### src/rtl/branch_predictor_table.sv
// branch_predictor_table: table of saturating direction counters, bimodal or gshare indexed.
// Revision 1.0 - initial release
`default_nettype none

module branch_predictor_table #(
  parameter int PC_WIDTH   = 16,
  parameter int INDEX_BITS = 4,
  parameter int CTR_BITS   = 2,
  parameter int RESET_CTR  = 0,
  parameter int GHR_BITS   = 0,
  parameter int PERF_BITS  = 16
) (
  input  logic                  clk,
  input  logic                  rst,
  input  logic [PC_WIDTH-1:0]   pred_pc,
  output logic                  pred_taken,
  output logic [INDEX_BITS-1:0] pred_idx,
  input  logic                  upd_valid,
  input  logic [INDEX_BITS-1:0] upd_idx,
  input  logic                  upd_taken,
  input  logic                  upd_pred_taken,
  output logic [PERF_BITS-1:0]  perf_branches,
  output logic [PERF_BITS-1:0]  perf_misses,
  output logic [((GHR_BITS > 0) ? GHR_BITS : 1)-1:0] ghr
);

  localparam int GW      = (GHR_BITS > 0) ? GHR_BITS : 1;
  localparam int ENTRIES = 2 ** INDEX_BITS;

  localparam logic [CTR_BITS-1:0]  c_reset_ctr = CTR_BITS'(RESET_CTR);
  localparam logic [CTR_BITS-1:0]  c_ctr_max   = '1;
  localparam logic [PERF_BITS-1:0] c_perf_max  = '1;

  logic [CTR_BITS-1:0]   r_table [ENTRIES];
  logic [GW-1:0]         r_ghr;
  logic [PERF_BITS-1:0]  r_branches;
  logic [PERF_BITS-1:0]  r_misses;
  logic [INDEX_BITS-1:0] w_base;
  logic [INDEX_BITS-1:0] w_idx;

  // Instructions are halfword aligned, so PC bit 0 carries no index information.
  assign w_base = pred_pc[INDEX_BITS:1];

  generate
    if (GHR_BITS == 0) begin : g_bimodal
      assign w_idx = w_base;
      assign r_ghr = '0;
    end else begin : g_gshare
      assign w_idx = w_base ^ INDEX_BITS'(r_ghr);

      if (GHR_BITS == 1) begin : g_ghr_one
        always_ff @(posedge clk or posedge rst) begin
          if (rst)
            r_ghr <= '0;
          else if (upd_valid)
            r_ghr <= upd_taken;
        end
      end else begin : g_ghr_shift
        always_ff @(posedge clk or posedge rst) begin
          if (rst)
            r_ghr <= '0;
          else if (upd_valid)
            r_ghr <= {r_ghr[GW-2:0], upd_taken};
        end
      end
    end
  endgenerate

  // Reads registered state only: a same-cycle update is seen one cycle later.
  assign pred_idx   = w_idx;
  assign pred_taken = r_table[w_idx][CTR_BITS-1];
  assign ghr        = r_ghr;

  always_ff @(posedge clk or posedge rst) begin
    if (rst) begin
      for (int i = 0; i < ENTRIES; i++)
        r_table[i] <= c_reset_ctr;
    end else if (upd_valid) begin
      for (int i = 0; i < ENTRIES; i++) begin
        if (upd_idx == INDEX_BITS'(i)) begin
          if (upd_taken && (r_table[i] != c_ctr_max))
            r_table[i] <= r_table[i] + CTR_BITS'(1);
          else if (!upd_taken && (r_table[i] != '0))
            r_table[i] <= r_table[i] - CTR_BITS'(1);
        end
      end
    end
  end

  always_ff @(posedge clk or posedge rst) begin
    if (rst) begin
      r_branches <= '0;
      r_misses   <= '0;
    end else if (upd_valid) begin
      if (r_branches != c_perf_max)
        r_branches <= r_branches + PERF_BITS'(1);
      if ((upd_pred_taken != upd_taken) && (r_misses != c_perf_max))
        r_misses <= r_misses + PERF_BITS'(1);
    end
  end

  assign perf_branches = r_branches;
  assign perf_misses   = r_misses;

  generate
    if (INDEX_BITS + 1 < PC_WIDTH) begin : g_unused_hi
      logic w_unused_pc;
      assign w_unused_pc = ^{pred_pc[PC_WIDTH-1:INDEX_BITS+1], pred_pc[0]};
    end else begin : g_unused_lo
      logic w_unused_pc;
      assign w_unused_pc = pred_pc[0];
    end
  endgenerate

endmodule

`default_nettype wire

### config.mk
export PLATFORM = sky130hd
export DESIGN_NAME = branch_predictor_table
export DESIGN_NICKNAME = d
export VERILOG_FILES = /design/src/rtl/branch_predictor_table.sv
export SDC_FILE = /design/constraint.sdc
export NUM_CORES = 1
export LEC_CHECK = 0
export CAP_MARGIN = 10
export CORE_MARGIN = 8
export CORE_UTILIZATION = 48
export CTS_CLUSTER_DIAMETER = 200
export DETAILED_ROUTE_END_ITERATION = 10
export HOLD_SLACK_MARGIN = 0.08
export PLACE_DENSITY = 0.89
export SLEW_MARGIN = 20
export SYNTH_ARGS = -nofsm -noshare
export SYNTH_HDL_FRONTEND = slang
export SYNTH_SLANG_ARGS = --single-unit
### constraint.sdc
create_clock -name clk -period 2 [get_ports clk]
set_input_delay 0.4 -clock clk [delete_from_list [all_inputs] [get_ports clk]]
set_output_delay 0.4 -clock clk [all_outputs]
set_load 0.01 [all_outputs]
; Word-level counts from Yosys, hierarchy flattened
; Index checks and enable logic that the tools add are counted.
[classes]
addsub = 34
n_lt_le_gt_ge = 1
eq_ne = 34
mux = 35
n_bitwise = 1
n_reduce_logical = 85
[ops]
columns = op, count
row1 = 2-bit two-way mux, 34
row2 = 2-bit nonzero test, 32
row3 = 3-bit AND reduction, 16
row4 = 1-bit logical AND, 33
row5 = 16-bit by 1-bit adder with 16-bit output (second input constant), 2
row6 = 2-bit by 1-bit adder with 2-bit output (second input constant), 16
row7 = 4-bit equality test (second input constant), 8
row8 = 16-bit inequality test (second input constant), 2
row9 = 2-bit inequality test (second input constant), 16
row10 = 2-bit by 1-bit subtractor with 2-bit output (second input constant), 16
row11 = 4-bit by 3-bit equality test with 1-bit output (second input constant), 4
row12 = 2-bit binary-select mux with 4-bit select, 1
row13 = 4-bit by 2-bit equality test with 1-bit output (second input constant), 2
row14 = 5-bit >= comparator (second input constant), 1
row15 = 4-bit NOT with 5-bit output, 1
row16 = 4-bit by 1-bit equality test with 1-bit output (second input constant), 1
row17 = 4-bit logical NOT, 1
row18 = 2-bit AND reduction, 2
row19 = 1-bit logical NOT, 1
row20 = 1-bit inequality test, 1
[word_totals]
register_bits = 64
input_bits = 25
output_inout_bits = 38
word_cells = 208

; Logic depth before layout (Yosys ltp)
[logic_depth]
depth_word = 4
depth_mapped = 6

; Worst setup path before layout
; OpenSTA, ideal clock, no wires.
[synth_path]
kind = register -> register
startpoint = register r_branches[0] (netlist: perf_branches[0])
endpoint = register r_branches[1] (netlist: perf_branches[1])
arrival_ns = 1.657
required_time_ns = 1.872
setup_slack_ns = 0.215
path_stages_with_launch = 6
n_path_buf = 0
synth_period_minus_slack_ns = 1.785
path_cell_list = dfrtp_1 -> ha_1 -> nand3_1 -> nor4_4 -> nand2b_1 -> mux2_1
[synth_between]
elab_chain_len = 2
word_cells_on_any_way = 3
classes_between = 1 x add/sub / 1 x eq/ne / 1 x reduce/logical
[synth_lines]
columns = item, line_no
row1 = start: declaration, 36  ; logic [PERF_BITS-1:0] r_branches;
row2 = start signal: assignment, 96  ; r_branches <= r_branches + PERF_BITS'(1);
row3 = "parallel branches: the longest is 2 deep, another holds 16-bit by 1-bit adder with 16-bit output", --
; Several ways; the timed one is not identified.
; A chain may end at the register's enable or synchronous reset.

; Final worst setup path
[layout_path]
startpoint = register r_table[3] (netlist name)
endpoint = output pred_taken
[layout_between]
elab_chain_len = 3
[layout_lines]
columns = item, line_no
row1 = start: declaration, 34  ; logic [CTR_BITS-1:0] r_table [ENTRIES];
row2 = start signal: indexed assignment, 77  ; r_table[i] <= c_reset_ctr;
row3 = start signal: indexed assignment, 82  ; r_table[i] <= r_table[i] + CTR_BITS'(1);
row4 = start signal: indexed assignment, 84  ; r_table[i] <= r_table[i] - CTR_BITS'(1);
row5 = 2-bit binary-select mux with 4-bit select, 71  ; assign pred_taken = r_table[w_idx][CTR_BITS-1];
row6 = 2-bit two-way mux (implied by the code) (2 in a row), 71
row7 = end: declaration, 16  ; output logic pred_taken,
; No other way between the ends. The select of a mux whose other input is x is not followed.

==> impl_metrics.py <==
metrics = {
    "run_status": {
        "status": "finished, violations left",
        "failed_checks": "negative setup slack",
    },
    "drt": {
        "vias": 3171,
        "detail_route.first_pass.iterations": 5,
        "drtIter0Drc": 191,
        "wl_per_cell_um": 16.12,
        "antenna_left": 0,
        "postRouteWirelength_um": 8849,
        "post_drt_via_cell_ratio": 5.776,
        "drc_errors": 0,
    },
    "cells_and_area": {
        "layoutNonFillerInstCount": 549,
        "layout_common_cells": "dfrtp_1, buf_4, clkdlybuf4s50_1",
        "area_growth_pct": 31.14,
        "post-route-util_pct": 64.32,
        "final_area_um2": 4616,
        "nets": 472,
        "layout-drive-gt1-share_pct": 18.89,
        "final_common_cell": "dfrtp_1",
        "antenna_cells": 0,
    },
    "sta": {
        "worst_slew_pin_slew_ns": 0.5468,
        "setup_ws_ns": -0.2296,
        "min_period_over_period_pct": 111.5,
        "relSlewSlack_pct": 63.41,
        "skew_ns": 0.007920,
        "rsz0062_at_grt": "yes",
        "hold_violations": 0,
        "fin_crit_ns": 2.230,
        "hold_ws_ns": 0.4489,
        "setup_viol": 1,
        "drv_slew": 0,
        "fmax_mhz": 448.5,
    },
    "setup_path": {
        "worstSetupPathType": "flop to primary output",
        "end_kind": "primary output",
        "reg2reg_from": "perf_branches[0]$_DFFE_PP0P_",
        "rrSetupSlack_ns": 0.19,
        "worst-path-max-fanout": 2,
        "startpoint_type": "flop",
        "cp_data_required_time_ns": 1.60,
        "cp_data_arrival_time_ns": 1.83,
        "crit_start": "r_table[3]$_DFFE_PP0P_",
    },
    "die": {
        "rows": 31,
        "die_w_um": 101.6,
        "num_io_pins": 63,
        "start_util_pct": 49.05,
        "core_area_um2": 7176,
        "dieArea_um2": 10330,
        "die-height_um": 101.6,
    },
    "global_route": {
        "grt_max_degree": 65,
        "antenna_found_initial": 0,
        "grt_pass1_vias": 3319,
        "grt_use_total_pct": 18.03,
        "grt_pass1_wl_um": 14920,
        "grt.overflow.total": 0,
    },
    "cts": {
        "cts.sinks": 64,
        "cts_buffers": 9,
        "cts.clk_slew.worst_paths_ns": 0.07,
        "htreeDepth": 3,
        "cts_tree": "done",
        "cts-root-buf": "clkbuf_8",
        "clk_latency_ns": 0.33,
        "clock_path_buffers": 2,
    },
    "synth": {
        "yosysUniqueCellTypes": 53,
        "synth-seq-area-share_pct": 45.50,
        "syn_inst": 354,
        "synth_warnings": 0,
        "synth.area.top_cells": "dfrtp_1, o21ai_0, xor2_1, nand3_1, mux4_2",
        "ys_seq_elements": 64,
        "synth_ff_type": "dfrtp_1",
        "synth_top_area_share_pct": 45.50,
        "syn_nets": 381,
        "ys_async_sr_fraction_pct": 100.0,
        "synth_area_um2": 3520,
        "synth-edff-count": 0,
        "syn_area_per_cell_um2": 9.942,
        "synth_top_cell_by_area": "dfrtp_1",
    },
    "power_and_ir_drop": {
        "vdd_drop_max_v": 0.0007221,
        "p_per_area_nw_per_um2": 810.3,
        "p_leak_uw": 0.001925,
        "total_power_uw": 3740,
    },
    "place": {
        "dp_hpwl_um": 6473,
        "gp_congestion": 0.8315,
        "post_dp_cell_area_um2": 4422,
        "post-place-cells": 532,
        "io_buffers": 49,
    },
    "flow_run": {
        "max_cap_viol_count": 0,
    },
    "min_path": {
        "hold_class": "primary input to asynchronous set/reset pin",
    },
}
==> worst max-delay path, stage by stage (launching register included) <==
cell and delay, ns:
dfrtp_1 0.41, mux4_2 0.47, mux4_2 0.49, buf_6 0.14
==> synth_stat cells, types with 2 or more instances <==
cell type  instances
dfrtp_1           64
o21ai_0           33
nand2_1           27
nand3_1           23
a21oi_1           19
xor2_1            17
nor2_1            15
inv_1             13
clkbuf_1          12
nor3b_1           10
a31oi_1            9
nor3_1             9
nand4_1            8
xnor2_1            8
a221o_1            7
mux2i_1            7
buf_4              5
mux4_2             5
o21ai_1            5
a211oi_1           4
nor2b_1            4
nor4_1             4
a41oi_1            3
and3_1             3
mux2_1             3
a311oi_1           2
and4_1             2
buf_2              2
ha_1               2
nand3b_1           2
nor4_4             2
nor4b_1            2
nor4bb_1           2
o211ai_1           2
==> report_power, final <==
| part | internal, µW | leakage [µW] | switching (µW) |
|---|---|---|---|
| registers | 1490 | 0.000715 | 280 |
| clock network | 551 | 0.0000927 | 486 |
| logic | 517 | 0.00112 | 416 |
==> metrics by stage <==
| step | setup slack, ns | TNS [ns] |
|---|---|---|
| after floorplan | 0.001899 | 0 |
| final | -0.2296 | -0.2296 |
| after global routing | -0.2763 | -0.2763 |
| after global placement | -0.9276 | -2.931 |
| after CTS | -0.2339 | -0.2339 |
| after detailed placement | -0.9484 | -3.531 |
==> metal layers <==
metal | track usage [%] | part of all wire, % | vias up | routed length, µm
met3 | 3.780 | 4.5 | 16 | 396
met4 | 8.477 | 2.0 | 0 | 173
met5 | 0 | 0 | - | 0
met2 | 32.24 | 53 | 82 | 4679
met1 | 19.87 | 41 | 1586 | 3599
li1 | - | - | 1487 | -
==> worst paths after layout <==
check | endpoint | cells past startpoint
worst min-delay path | perf_misses[3]$_DFFE_PP0P_ | 3
min in group clk | r_table[10]$_DFFE_PP0P_ | 1
worst max-delay path | pred_taken | 3
worst max register to register | perf_branches[12]$_DFFE_PP0P_ | 5
max in group asynchronous | r_table[25]$_DFFE_PP0P_ | 3
worst min register to register | r_table[10]$_DFFE_PP0P_ | 1
==> cell families (layout without fill, tap and decap cells) <==
family                   after synthesis  count (layout)  share of synthesized area, %
AO/OA/AOI/OAI                         88              88                         15.75
XOR/XNOR                              25              25                         6.221
adder cells (fa/ha/maj)                2               2                        0.7109
buffers and inverters                 34             130                         4.444
flip-flops                            64              64                         45.50
multiplexers                          16              16                         6.470
other                                  1               1                        0.1065
AND/OR/NAND/NOR                      124             124                         20.80
==> final cells by class <==
cell class,instances,area (µm²)
Inverter,13,48.80
Fill cell,542,2560
Tap cell,99,123.9
Timing Repair Buffer,101,894.6
Multi-Input combinational cell,256,1762
Sequential cell,64,1602
Clock inverter,2,12.51
Clock buffer,14,172.7
==> registers in the layout (all words and copies together), names as in the netlist <==
| signal | flops |
|---|---|
| perf_misses | 16 |
| r_table | 32 |
| perf_branches | 16 |
==> what timing repair did <==
| item | in CTS | in global routing |
|---|---|---|
| hold buffers | 0 | 0 |
| buffers inserted | 1 | 0 |
| resized for setup | 8 | 1 |
| endpoints found under the hold margin | 0 | 0 |
| endpoints found under the setup margin | 3 | 1 |
No activity file was read; power rests on OpenSTA's default activity.
